===== config.mk =====
export PLATFORM = sky130hd
export DESIGN_NAME = ins_loader
export DESIGN_NICKNAME = d
export VERILOG_FILES = /design/src/rtl/ins_loader.sv
export SDC_FILE = /design/constraint.sdc
export NUM_CORES = 1
export LEC_CHECK = 0
export ABC_AREA = 0
export BUFFER_PORTS_ARGS = -buffer_cell sky130_fd_sc_hd__clkbuf_2
export CORE_MARGIN = 4
export CORE_UTILIZATION = 60
export CTS_CLUSTER_SIZE = 16
export DETAILED_ROUTE_END_ITERATION = 6
export GPL_ROUTABILITY_DRIVEN = 0
export GPL_TIMING_DRIVEN = 1
export PLACE_DENSITY_LB_ADDON = 0.15
export RECOVER_POWER = 25
export SLEW_MARGIN = 20
export SYNTH_ARGS = -nofsm -noshare
export SYNTH_HDL_FRONTEND = slang
export SYNTH_SLANG_ARGS = --single-unit

===== constraint.sdc =====
create_clock -name SYS_clk -period 5 [get_ports SYS_clk]
set_input_delay 1.25 -clock SYS_clk [delete_from_list [all_inputs] [get_ports SYS_clk]]
set_output_delay 1.25 -clock SYS_clk [all_outputs]
set_load 0.01 [all_outputs]

===== src/rtl/ins_loader.sv =====
// ins_loader: length-prefixed byte-stream loader driving the instruction-memory write port.
// Define INS_LOADER_CHECKSUM_EN to require a trailing XOR checksum byte after the payload.
`ifndef INS_START_ADDRESS
`define INS_START_ADDRESS 32'h0000_0000
`endif

module ins_loader #(
  parameter logic [31:0] START_ADDR = `INS_START_ADDRESS,
  parameter int unsigned MEM_BYTES  = 1000
) (
  input  logic        SYS_clk,
  input  logic        SYS_reset,
  input  logic        start,
  input  logic        rx_valid,
  input  logic [7:0]  rx_data,
  output logic        rx_ready,
  output logic        PC_to_mem_enable,
  output logic [7:0]  PC_to_mem_data,
  output logic [31:0] PC_to_mem_address,
  output logic        cpu_hold,
  output logic        load_done,
  output logic        load_error
);

  localparam logic [2:0] IDLE = 3'd0;
  localparam logic [2:0] LEN  = 3'd1;
  localparam logic [2:0] LOAD = 3'd2;
  localparam logic [2:0] DONE = 3'd4;
  localparam logic [2:0] ERR  = 3'd5;
`ifdef INS_LOADER_CHECKSUM_EN
  localparam logic [2:0] CHK  = 3'd3;
  localparam logic [2:0] AFTER_PAYLOAD = CHK;
`else
  localparam logic [2:0] AFTER_PAYLOAD = DONE;
`endif

  localparam logic [31:0] MEM_LIMIT = 32'(MEM_BYTES);

  logic [2:0]  state_q, state_d;
  logic [31:0] len_q, len_d;
  logic [31:0] cnt_q, cnt_d;
  logic [31:0] addr_q, addr_d;
  logic [7:0]  data_q, data_d;
  logic        we_q, we_d;
`ifdef INS_LOADER_CHECKSUM_EN
  logic [7:0]  csum_q, csum_d;
`endif

  logic        xfer;
  logic [31:0] len_full;

`ifdef INS_LOADER_CHECKSUM_EN
  assign rx_ready = (state_q == LEN) || (state_q == LOAD) || (state_q == CHK);
`else
  assign rx_ready = (state_q == LEN) || (state_q == LOAD);
`endif

  assign xfer     = rx_valid && rx_ready;
  // Big-endian: the byte arriving now lands in the low byte, earlier bytes shift up.
  assign len_full = {len_q[23:0], rx_data};

  always_comb begin
    state_d = state_q;
    len_d   = len_q;
    cnt_d   = cnt_q;
    addr_d  = addr_q;
    data_d  = data_q;
    we_d    = 1'b0;
`ifdef INS_LOADER_CHECKSUM_EN
    csum_d  = csum_q;
`endif
    case (state_q)
      IDLE, DONE, ERR: begin
        if (start) begin
          state_d = LEN;
          cnt_d   = 32'd0;
          len_d   = 32'd0;
`ifdef INS_LOADER_CHECKSUM_EN
          csum_d  = 8'h00;
`endif
        end
      end
      LEN: begin
        if (xfer) begin
          len_d = len_full;
          if (cnt_q == 32'd3) begin
            cnt_d = 32'd0;
            if (len_full > MEM_LIMIT) begin
              state_d = ERR;
            end else if (len_full == 32'd0) begin
              state_d = AFTER_PAYLOAD;
            end else begin
              state_d = LOAD;
            end
          end else begin
            cnt_d = cnt_q + 32'd1;
          end
        end
      end
      LOAD: begin
        if (xfer) begin
          we_d   = 1'b1;
          data_d = rx_data;
          addr_d = START_ADDR + cnt_q;
          cnt_d  = cnt_q + 32'd1;
`ifdef INS_LOADER_CHECKSUM_EN
          csum_d = csum_q ^ rx_data;
`endif
          if (cnt_q == len_q - 32'd1) begin
            state_d = AFTER_PAYLOAD;
          end
        end
      end
`ifdef INS_LOADER_CHECKSUM_EN
      CHK: begin
        if (xfer) begin
          state_d = (rx_data == csum_q) ? DONE : ERR;
        end
      end
`endif
      default: state_d = IDLE;
    endcase
  end

  always_ff @(posedge SYS_clk or posedge SYS_reset) begin
    if (SYS_reset) begin
      state_q <= IDLE;
      len_q   <= 32'd0;
      cnt_q   <= 32'd0;
      addr_q  <= START_ADDR;
      data_q  <= 8'h00;
      we_q    <= 1'b0;
`ifdef INS_LOADER_CHECKSUM_EN
      csum_q  <= 8'h00;
`endif
    end else begin
      state_q <= state_d;
      len_q   <= len_d;
      cnt_q   <= cnt_d;
      addr_q  <= addr_d;
      data_q  <= data_d;
      we_q    <= we_d;
`ifdef INS_LOADER_CHECKSUM_EN
      csum_q  <= csum_d;
`endif
    end
  end

  assign PC_to_mem_enable  = we_q;
  assign PC_to_mem_data    = data_q;
  assign PC_to_mem_address = addr_q;
  assign cpu_hold          = (state_q != DONE);
  assign load_done         = (state_q == DONE);
  assign load_error        = (state_q == ERR);

endmodule


==> results of run 1 <==
worst max-delay path, cell delays in order, from the launching register on:
cell and delay [ns]:
dfrtp_1 0.49, ha_1 0.26, nor4b_1 0.26, nand4_1 0.17, nor3_1 0.50, a31oi_1 0.26
nor4_1 0.41, nand4_1 0.23, o21ai_2 0.20, mux2_1 0.34
layout make-up:
cell class,count,area [sq um],share of cell area [%]
multi-input combinational,468,3030,47.1
inverter,9,38.8,0.604
clock inverter,6,55.1,0.857
sequential,108,2700,42.1
tap,129,161,2.51
timing repair buffer,60,309,4.81
clock buffer,10,128,1.99
final timing paths:
kind	slack, ns	to	cells after the start	startpoint
max	1.77	state_q[1]$_DFFE_PP0P_	9	cnt_q[0]$_DFFE_PP0P_
min	0.51	PC_to_mem_address[18]$_DFFE_PP0P_	1	PC_to_mem_address[18]$_DFFE_PP0P_
max reg2reg	1.77	state_q[1]$_DFFE_PP0P_	9	cnt_q[0]$_DFFE_PP0P_
min reg2reg	0.51	PC_to_mem_address[18]$_DFFE_PP0P_	1	PC_to_mem_address[18]$_DFFE_PP0P_
max in group asynchronous	3.17	cnt_q[28]$_DFFE_PP0P_	3	SYS_reset
min in group asynchronous	1.01	len_q[28]$_DFFE_PP0P_	2	SYS_reset
power breakdown:
group	internal, mW	switching (mW)	leakage (nW)
clock network	0.192	0.324	0.0873
logic	0.591	1.03	1.52
registers	0.988	0.209	1.48
state kept, by name (all words and copies together), names as in the netlist:
register           count
PC_to_mem_address     32
PC_to_mem_data         8
PC_to_mem_enable       1
cnt_q                 32
len_q                 32
state_q                3
metrics by stage:
stage / power [mW] / hold WS [ns] / instance area (sq um) / instances / util, %
floorplan: 2.38 / 0.460 / 5920 / 625 / -
global placement: 2.74 / 0.479 / 6240 / 774 / 66.2
detailed placement: 2.79 / 0.494 / 6240 / 774 / 66.2
CTS: 3.32 / 0.520 / 6420 / 790 / 68.2
global route: 3.56 / 0.538 / 6420 / 790 / 68.2
finish: 3.33 / 0.514 / 6420 / 790 / 68.2
synth_stat cells (3+ instances only):
master / number
dfrtp_1: 108
nand2_1: 89
nor2_1: 54
nand3_1: 49
mux2_2: 43
xnor2_1: 37
clkbuf_1: 33
xor2_1: 31
a21oi_1: 18
nor4_1: 17
nor3_1: 15
o21ai_0: 11
nand4_1: 10
and3_1: 9
inv_1: 9
or3_1: 9
a31oi_1: 5
buf_2: 5
nand2b_1: 5
nand3b_1: 5
ha_1: 4
a21o_1: 3
nor3b_1: 3
o211ai_1: 3
or4_1: 3
kinds of logic (layout without fill, tap and decap cells):
family,count (synthesis),count (layout),synth area share [%]
xor gates and xnor gates,68,68,10.1
and+or+nand+nor,284,284,23.8
muxes,46,46,8.71
DFF,108,108,45.7
AOI/OAI and AO/OA,66,66,7.53
adders and majority gates,4,4,0.846
buffers and inverters,49,85,3.34
per-layer routing:
layer	up-vias	wire length [microns]
li1	2248	-
met1	2355	6030
met2	181	6750
met3	27	769
met4	0	208
met5	-	0
==> results.md, run 1 <==
- The worst path needs 3.23 ns of the cycle, external delays included.
- The die is 107 microns tall.
- The global-route track usage on met1 is 34.6%.
- The synthesized design contains 0 enable-type register cells.
- The count of endpoints failing hold in the final timing report was 0.
- In this run the clock root is driven by a clkbuf_8.
- The met2 track demand over resource is 41.2%.
- After global routing the overflow that remains totals 0.
- The count of filler cells inserted in the layout is 754.
- The number of unique standard cell types used by synthesis is 61.
- Before CTS, the worst setup slack after placement is between 1.5 and 2 ns.
- Setup violations remaining at the end of the flow were counted as 0.
- The number of post-CTS setup repair buffers is 0.
- After layout, the worst setup slack is around 1.8 ns.
- The maximum achievable frequency is 0.310 GHz.
- The initial antenna violation count came to 0.
- The share of post-route cells with drive strength above 1 is between 10% and 20%.
- The number of nets in the layout is approximately 670.
- The remaining design rule violation count is 0.
- The starting density of the core is 62.8%.
- The via count of the first global-routing pass is 4699.
- The tree built by TritonCTS fans out to about 110 sinks.
- The actual transition at the worst max-transition pin is 1.08 ns.
- The total detailed-routing wirelength is 13800 microns.
- The top cell type by area accounts for 45.7% of the synthesized area.
- The overall track demand over capacity in global routing is about a quarter.
- In this run the core area contains 35 standard-cell rows.
- The die area is approximately 0.012 sq mm.
- The worst-skew pair later-pin latency is about 0.38 ns.
- The commonest non-fill, non-tap cell in the layout is dfrtp_1.
- The number of max-capacitance violations reported is 0.
- After synthesis the cells add up to 0.00592 sq mm.
- After layout, the worst path uses approximately 65% of the clock period.
- Summed over all failing endpoints, the final setup total negative slack is 0 ns.
- The endpoint required time on the critical path is 5.26 ns.
- The worst-path maximum fanout is 5.
- The share of synthesized flip-flops with an asynchronous set or reset is 100%.
- The warning count from the yosys run is 0.
- The core region is approximately 0.0094 sq mm.
- The worst min-delay path category is reg -> reg.
- The total count of max-transition violations in the final report is 0.
- The top flip-flop cell by instance count after synthesis is dfrtp_1.
- In the global route stage, met3 resource usage came out at 5.10%.
- Summed over all nets, the half-perimeter wirelength after detailed placement is approximately 9700 microns.
- Headroom to the max-slew limit came out at 28.3%.
- Across the VDD grid, the largest voltage drop is 566 uV.
- The top-level port count is 57.
- TritonCTS built the clock tree.
- Of all cell types, the one taking the most synthesized area is dfrtp_1.
- The flow ran to the end, and the final reports show no timing, DRC or antenna violations.
- In the post-synthesis netlist, the biggest area contributors are dfrtp_1 46%, mux2_2 8.2%, nand2_1 5.6%.
- The final routed wire length divided by cell count is around 17 microns.
- Summing the sequential cell areas from Yosys gives 45.7% of the chip area.
- The die boundary width is 107 microns.
- Leaving out fill and tap cells, the most frequent cells in the layout are 108 x dfrtp_1, 89 x nand2_1, 55 x clkbuf_2.
- The average instance in the mapped netlist occupies 9.47 sq um.
- The category of the worst setup path launch point is a flip-flop.
- The H-tree was split into 3 levels.
- The hold-fix buffer count after cts is 0.
- The flip-flop and latch count after synthesis is ~110.
- During placement, the flow inserted port buffers numbering 56.
- Setup repair after global routing left no endpoint under its margin.
- The worst setup path is of the reg -> reg kind.
- The first-pass detailed-route iteration total is 5.
- The worst setup path is captured at a flip-flop.
- Across the routed clock network, the largest skew measured is 0.0163 ns.
- The leakage power is 3.09 nW.
- 0 antenna diodes ended up in the layout.
- After clock tree synthesis, the clock-pin slew on the worst setup and hold paths is 0.11 ns.
- Synthesis produced 625 cells.
- The critical path arrival is 3.49 ns.
- The pin count of the biggest net entering global routing is 89.
- The number of buffers between clock root and the deepest sink is 2.
- Compared with the post-synthesis result, the final layout area differs by 8.54%.
- The layer with the highest usage after global routing is met2.
- The global-route wire length before repair is 23600 microns.
- For this block, the initial DRC count from the detailed router was 356.
- In the routed layout, each cell is associated on average with a via count of 6.09.
- The routed via count is 4811.
- The number of buffers inserted during clock tree synthesis is 9.
- The power per standard cell area is 519 mW/mm^2.
- The number of nets handed over by synthesis was 641.
- Post-CTS repair changed the size of 0 cells.
- The antenna violation net count after detailed routing is 0.
Power figures use the tool's default switching activity.
==> run 2: changes to the inputs <==
Clock period 5 ns to 3 ns, I/O delays scaled along.
==> run 2 against run 1 <==
Effect of this change: die area stayed put; clock skew is 0.0017 ns lower; register-to-register slack worse by 1.6 ns; first-iteration DRC count is 9.3% lower; utilization is 3.1 points higher; worst hold slack better by 0.0023 ns; sequential share of layout area is 1.8 points lower; critical path type unchanged; largest cell class unchanged.
==> results.md, run 2 (synthesis gave the netlist of run 1 again) <==
- The run finished with clean final reports.
- The number of sinks handled by clock tree synthesis is 108 (unchanged).
- The final cycle utilization of the critical path is 94.3% (+30 points).
- The area of the core came to 0.00942 sq mm (unchanged).
- The antenna diode count is 0 (unchanged).
- The count of buffers inserted at the top-level ports is 56 (unchanged).
- The final hold slack was 0.517 ns (+0.00231 ns).
- The first-pass detailed-route iteration total was 5 (unchanged).
- The actual transition at the worst max-transition pin is 1.44 ns (+0.364 ns).
- The power consumption is 5.74 mW (+72%).
- The clock-pin slew on the worst setup and hold paths is 0.11 ns (about the same).
- The final number of setup-violating endpoints came to 0 (unchanged).
- By startpoint and endpoint, the worst setup path is classified as reg -> reg.
- The hold-fix buffer count after cts is 0 (unchanged).
- The starting density of the core came to 62.8% (unchanged).
- The power per standard cell area was 855 mW/mm^2 (+65%).
- The worst setup path startpoint is len_q[1]$_DFFE_PP0P_.
- The clock tree root buffer cell is clkbuf_8.
- The worst slew margin relative to its limit is 3.97% (-24 points).
- The capturing point of the worst reg2reg path is state_q[1]$_DFFE_PP0P_.
- The die area was 0.0115 sq mm (unchanged).
- The worst vdd rail ir drop was 585 uV (+3.2%).
- The global-route wire length before repair is 23700 microns (+0.32%).
- The worst-case register-to-register setup slack came to 0.17 ns (-1.60 ns).
- The clock tree from TritonCTS is built.
- The count of filler cells inserted in the layout came to 702 (-6.9%).
- The maximum achievable frequency is 0.353 GHz (+14%).
- The sequential standard cell area was 0.00270 sq mm (about the same).
- The initial antenna violation count is 0 (unchanged).
- The commonest non-fill, non-tap cell in the layout is dfrtp_1.
- The number of vias per cell after detailed routing is 5.95 (-2.3%).
- The share of post-route cells with drive strength above 1 is 24.6% (+4.7 points).
- The final routed wire length divided by cell count is 17.1 microns (-2.0%).
- The count of endpoints failing hold in the final timing report is 0 (unchanged).
- Leaving out fill and tap cells, the most frequent cells in the layout are 107 x dfrtp_1, 88 x nand2_1, 55 x clkbuf_2.
- The routed via count came to 4873 (+1.3%).
- The via count of the first global-routing pass is 4782 (+1.8%).
- The detailed-routed wire length on met3 is 791 microns (+2.9%).
- The antenna violation net count after detailed routing is 0 (unchanged).
- The number of max-capacitance violations reported is 0 (unchanged).
- The pin count of the biggest net entering global routing was 109 (+22%).
- The number of buffers inserted during clock tree synthesis is 9 (unchanged).
- The total count of max-transition violations in the final report came to 0 (unchanged).
- The aggregate negative setup slack is 0 ns (unchanged).
- The minimum period implied by the final worst setup slack came to 2.83 ns (-0.399 ns).
- The top-level port count was 57 (unchanged).
- The clock skew after layout was 0.0146 ns (-0.00169 ns).
- The path class of the tightest hold or removal check is reg -> reg.
- The met1 wire length is 5910 microns (-1.9%).
- The number of buffers between clock root and the deepest sink is 2 (unchanged).
- The die span in y was 107 microns (unchanged).
- The H-tree depth came to 3 (unchanged).
- The remaining design rule violation count is 0 (unchanged).
- STA classifies the critical path startpoint as a flip-flop.
- The total detailed-routing wirelength is 14000 microns (+1.6%).
- The leakage power is 3.26 nW (+5.5%).
- The number of violations reported at the end of detailed-routing iteration 0 is 323 (-9.3%).
- The total congestion overflow after global routing is 0 (unchanged).
- The worst-path maximum fanout is 6 (+1).
- The worst-skew pair later-pin latency came to 0.38 ns (about the same).
- The depth of the worst hold-timing path was 1 (unchanged).
- Compared with the post-synthesis result, the final layout area differs by 13.4%.
- The die boundary width came to 107 microns (unchanged).
- The start point of the worst hold path is PC_to_mem_data[4]$_DFFE_PP0P_.
- The endpoint required time on the critical path is 3.28 ns (-1.98 ns).
- The routed wire length on met2 is 6890 microns (+2.0%).
- The number of cells on the worst reg-to-reg path is 10 (+1).
- The kind of capture point of the worst setup path is a flip-flop.
- The number of nets in the layout is 701 (+4.3%).
- The critical path arrival is 3.11 ns (-0.38 ns).
- The total area of multi-input combinational cells is 0.00308 sq mm (+1.8%).
- In this run the critical register-to-register path is launched from len_q[1]$_DFFE_PP0P_.
- The overall track demand over capacity in global routing is 25.6% (+0.21 points).
- The sum of net half-perimeters after detailed placement is 9940 microns (+2.1%).
- Signal routing reaches up to met4.
- The capture point of the worst path is state_q[1]$_DFFE_PP0P_.
- The number of standard-cell rows in the floorplan is 35 (unchanged).
[run 2: cell types whose count changed in the layout (fill, tap and decap cells not counted), sizes merged]
cell      previous run  this run
buf                  4        32
clkinv               0         3
inv                 13        11
clkbuf              66        67
clkinvlp             2         1
[run 2: how the worst min path moves through the flow]
| stage | to | slack, ns |
|---|---|---|
| after detailed placement | len_q[31]$_DFFE_PP0P_ | 0.49 |
| final | PC_to_mem_data[4]$_DFFE_PP0P_ | 0.52 |
| after floorplan | len_q[31]$_DFFE_PP0P_ | 0.46 |
| after CTS | PC_to_mem_data[4]$_DFFE_PP0P_ | 0.52 |
| after global placement | PC_to_mem_address[29]$_DFFE_PP0P_ | 0.49 |
| after global routing | PC_to_mem_address[24]$_DFFE_PP0P_ | 0.53 |
[run 2: stage by stage]
stage / util [%] / setup WS, ns / area [sq um] / instances
6_report: 71.3 / 0.170 / 6710 / 819
4_1_cts: 70.6 / 0.0340 / 6650 / 816
3_3_place_gp: 68.5 / 0.222 / 6450 / 800
3_5_place_dp: 68.5 / 0.0744 / 6450 / 800
5_1_grt: 71.3 / -0.0177 / 6710 / 819
2_1_floorplan: - / 0.289 / 5920 / 625
[run 2: final cells by class]
cell class	count	area share [%]
multi-input cells	468	45.9
flip-flops and latches	108	40.3
repair buffers	89	7.85
well taps	129	2.41
clock buffers	10	2.05
clock inverters	6	0.932
inverters	9	0.559
[run 2: per-layer routing]
metal,track usage [%],up-vias
li1,-,2312
met1,33.9,2329
met2,42.7,200
met3,4.26,32
met4,8.86,0
met5,0,-
[run 2: where the power goes]
| part | internal (mW) | total, mW | switching, mW |
|---|---|---|---|
| clock network | 0.347 | 0.891 | 0.544 |
| logic | 1.14 | 2.90 | 1.76 |
| registers | 1.65 | 1.95 | 0.305 |
| total | 3.13 | 5.74 | 2.61 |
[run 2: critical path, stage by stage, from the launching register on]
cell	delay (ns)
dfrtp_2	0.45
inv_1	0.11
ha_2	0.22
nor3b_4	0.20
nand2_1	0.12
a2111oi_4	0.38
o2111ai_2	0.19
a2111oi_2	0.34
nand4_1	0.18
o21ai_2	0.20
mux2_1	0.34
[run 2: timing repair]
action                                  4_1_cts  5_1_grt
resized for setup                             0       11
endpoints found under the setup margin        0        3
buffers inserted                              0        3
==> run 3: changes to the inputs <==
Settings changed: BUFFER_PORTS_ARGS -buffer_cell sky130_fd_sc_hd__clkbuf_2 to not set, CORE_UTILIZATION 60 to 66, CTS_BUF_LIST set to sky130_fd_sc_hd__clkbuf_4, DONT_BUFFER_PORTS set to 1, MAX_ROUTING_LAYER set to met4.
==> run 3 against run 2 <==
Effect of this change: count of clock-buffer cells in the layout down 1; register-to-register slack better by 0.03 ns; clock skew up 0.0044 ns.
==> results.md, run 3 (synthesis gave the netlist of run 1 again) <==
- The number of cells on the worst reg-to-reg path is 9 (-1).
- The number of standard-cell rows in the floorplan is 34 (-2.9%).
- The minimum period implied by the final worst setup slack is 2.80 ns (-0.0319 ns).
- The capture point of the worst path is state_q[1]$_DFFE_PP0P_.
- The commonest non-fill, non-tap cell in the layout is dfrtp_1.
- The endpoint required time on the critical path was 3.36 ns (+0.08 ns).
- The worst-case register-to-register setup slack came to 0.20 ns (+0.03 ns).
- The critical path arrival was 3.16 ns (+0.05 ns).
- The actual transition at the worst max-transition pin is 0.942 ns (-0.498 ns).
- The critical path is of the reg -> reg type.
- The total count of max-transition violations in the final report is 0 (unchanged).
- The starting density of the core came to 67.8% (+5.0 points).
- The worst vdd rail ir drop is 586 uV (+0.14%).
- The number of violations reported at the end of detailed-routing iteration 0 is 289 (-11%).
- The total congestion overflow after global routing is 0 (unchanged).
- The final number of setup-violating endpoints is 0 (unchanged).
- The category of the worst setup path launch point is a flip-flop.
- The count of endpoints failing hold in the final timing report is 0 (unchanged).
- The capturing point of the worst reg2reg path is state_q[1]$_DFFE_PP0P_.
- The remaining design rule violation count is 0 (unchanged).
- The top-level port count is 57 (unchanged).
- The number of buffers inserted during clock tree synthesis was 9 (unchanged).
- The global-route wire length before repair is 21600 microns (-8.6%).
- The number of sinks handled by clock tree synthesis is 108 (unchanged).
- The top cell types in the final layout, fill and taps aside, are 107 x dfrtp_1, 88 x nand2_1, 53 x nor2_1.
- The power consumption is 5.48 mW (-4.5%).
- The layout overhead on the synthesized area is 5.50%.
- The launch instance of the worst register-to-register path is len_q[8]$_DFFE_PP0P_.
- The flow ran to the end, and the final reports show no timing, DRC or antenna violations.
- The number of buffers between clock root and the deepest sink is 2 (unchanged).
- The clock skew after layout came to 0.0190 ns (+0.00443 ns).
- The worst-path maximum fanout is 8 (+2).
- The die span in y is 103 microns (-4.3%).
- The first-pass detailed-route iteration total is 6 (+1).
- The final cycle utilization of the critical path came to 93.3% (-1.1 points).
- The number of vias per cell after detailed routing is 6.44 (+8.2%).
- The leakage power is 2.90 nW (-11%).
- The kind of capture point of the worst setup path is a flip-flop.
- The clock tree from TritonCTS is built.
- The number of nets in the layout is 628 (-10%).
- The initial antenna violation count is 1 (+1).
- The die area is 0.0105 sq mm (-8.4%).
- The count of buffers inserted at the top-level ports was 0 (-100%).
- The signal on the critical path passes through nor4_4 > buf_4 > nand3_1 > nor4_1 > xnor2_1 > a2111oi_2 > nand4_1 > o21ai_2 > mux2_1.
- The final routed wire length divided by cell count is 18.5 microns (+8.1%).
- The cell with the largest stage delay on the worst path is dfrtp_1.
- The pin count of the biggest net entering global routing is 109 (unchanged).
- The antenna violation net count after detailed routing came to 0 (unchanged).
- The tightest min-delay check is of the in -> async type.
- The stage delay of the slowest cell on the critical path was 0.53 ns (+0.08 ns).
- The number of max-capacitance violations reported was 0 (unchanged).
- The overall track demand over capacity in global routing is 26.9% (+1.4 points).
- The clock-pin slew on the worst setup and hold paths is 0.18 ns (+0.07 ns).
- The power per standard cell area is 878 mW/mm^2 (+2.7%).
- The total detailed-routing wirelength is 13400 microns (-4.2%).
- The worst slew margin relative to its limit came to 37.2% (+33 points).
- The cell area after layout came to 0.00624 sq mm (-7.0%).
- The clock tree root buffer cell is clkbuf_4.
- The aggregate negative setup slack is 0 ns (unchanged).
- The area after detailed placement came to 0.00600 sq mm (-6.9%).
- The hold-fix buffer count after cts is 0 (unchanged).
- The area of the core is 0.00872 sq mm (-7.4%).
- The sum of net half-perimeters after detailed placement is 9290 microns (-6.5%).
- The maximum achievable frequency is 0.357 GHz (+1.1%).
- The worst-skew pair later-pin latency is 0.46 ns (+0.08 ns).
- The via count of the first global-routing pass is 4306 (-10%).
- The routed via count is 4676 (-4.0%).
- The share of post-route cells with drive strength above 1 came to 16.0% (-8.6 points).
- The die boundary width was 103 microns (-4.3%).
- The final hold slack was 0.298 ns (-0.219 ns).
- The H-tree depth is 3 (unchanged).
- The count of filler cells inserted in the layout is 670 (-4.6%).
- The most critical setup path has its startpoint at len_q[8]$_DFFE_PP0P_.
## run 3: changes by cell type in the layout (fill, tap and decap cells not counted), sizes merged
cell / change
buf: -16
clkbuf: -58
clkinv: -1
clkinvlp: +1
diode: +1
inv: +1
## run 3: area by class of cell
| type | count | area, sq um | share of cell area [%] |
|---|---|---|---|
| inverters | 9 | 35.0 | 0.561 |
| diodes | 1 | 2.50 | 0.0401 |
| clock buffers | 9 | 67.6 | 1.08 |
| multi-input cells | 468 | 3110 | 49.8 |
| flip-flops and latches | 108 | 2700 | 43.3 |
| repair buffers | 16 | 133 | 2.13 |
| clock inverters | 7 | 56.3 | 0.902 |
| well taps | 108 | 135 | 2.17 |
## run 3: timing repair
item | 4_1_cts | 5_1_grt
pin swaps | 0 | 7
gates resized for setup | 1 | 14
cloned | 0 | 0
endpoints found under the setup margin | 1 | 3
setup buffers | 0 | 4
## run 3: report_power, final
group	leakage (nW)	switching, mW	internal, mW
clock network	0.0682	0.510	0.185
registers	1.48	0.371	1.65
logic	1.35	1.69	1.08
## run 3: worst min path at each step
stage | start | endpoint | slack [ns]
after floorplan | len_q[31]$_DFFE_PP0P_ | len_q[31]$_DFFE_PP0P_ | 0.46
after CTS | SYS_reset | PC_to_mem_address[16]$_DFFE_PP0P_ | 0.29
after detailed placement | len_q[31]$_DFFE_PP0P_ | len_q[31]$_DFFE_PP0P_ | 0.51
after global routing | SYS_reset | PC_to_mem_address[16]$_DFFE_PP0P_ | 0.34
after global placement | len_q[31]$_DFFE_PP0P_ | len_q[31]$_DFFE_PP0P_ | 0.51
final | SYS_reset | len_q[28]$_DFFE_PP0P_ | 0.30
## run 3: critical path, delay by kind of cell (launching register included)
kind / cells / cell delay, ns
muxes: 1 / 0.34
xor gates and xnor gates: 1 / 0.13
AOI/OAI and AO/OA: 2 / 0.53
buffers and inverters: 1 / 0.18
DFF: 1 / 0.53
and+or+nand+nor: 4 / 1.00
## run 3: metrics by stage
stage	instances	worst slack, ns	util, %
2_1_floorplan	625	0.289	-
3_3_place_gp	705	0.164	68.9
3_5_place_dp	705	-0.0197	68.9
4_1_cts	721	0.00750	70.3
5_1_grt	726	-0.00478	71.6
6_report	726	0.202	71.6
## run 3: routing by layer
| layer | vias to the layer above | GRT usage [%] | routed length, microns |
|---|---|---|---|
| met5 | - | - | 0 |
| met4 | 0 | 7.06 | 279 |
| met3 | 30 | 6.36 | 965 |
| met2 | 208 | 43.0 | 6470 |
| met1 | 2277 | 34.8 | 5680 |
| li1 | 2161 | - | - |
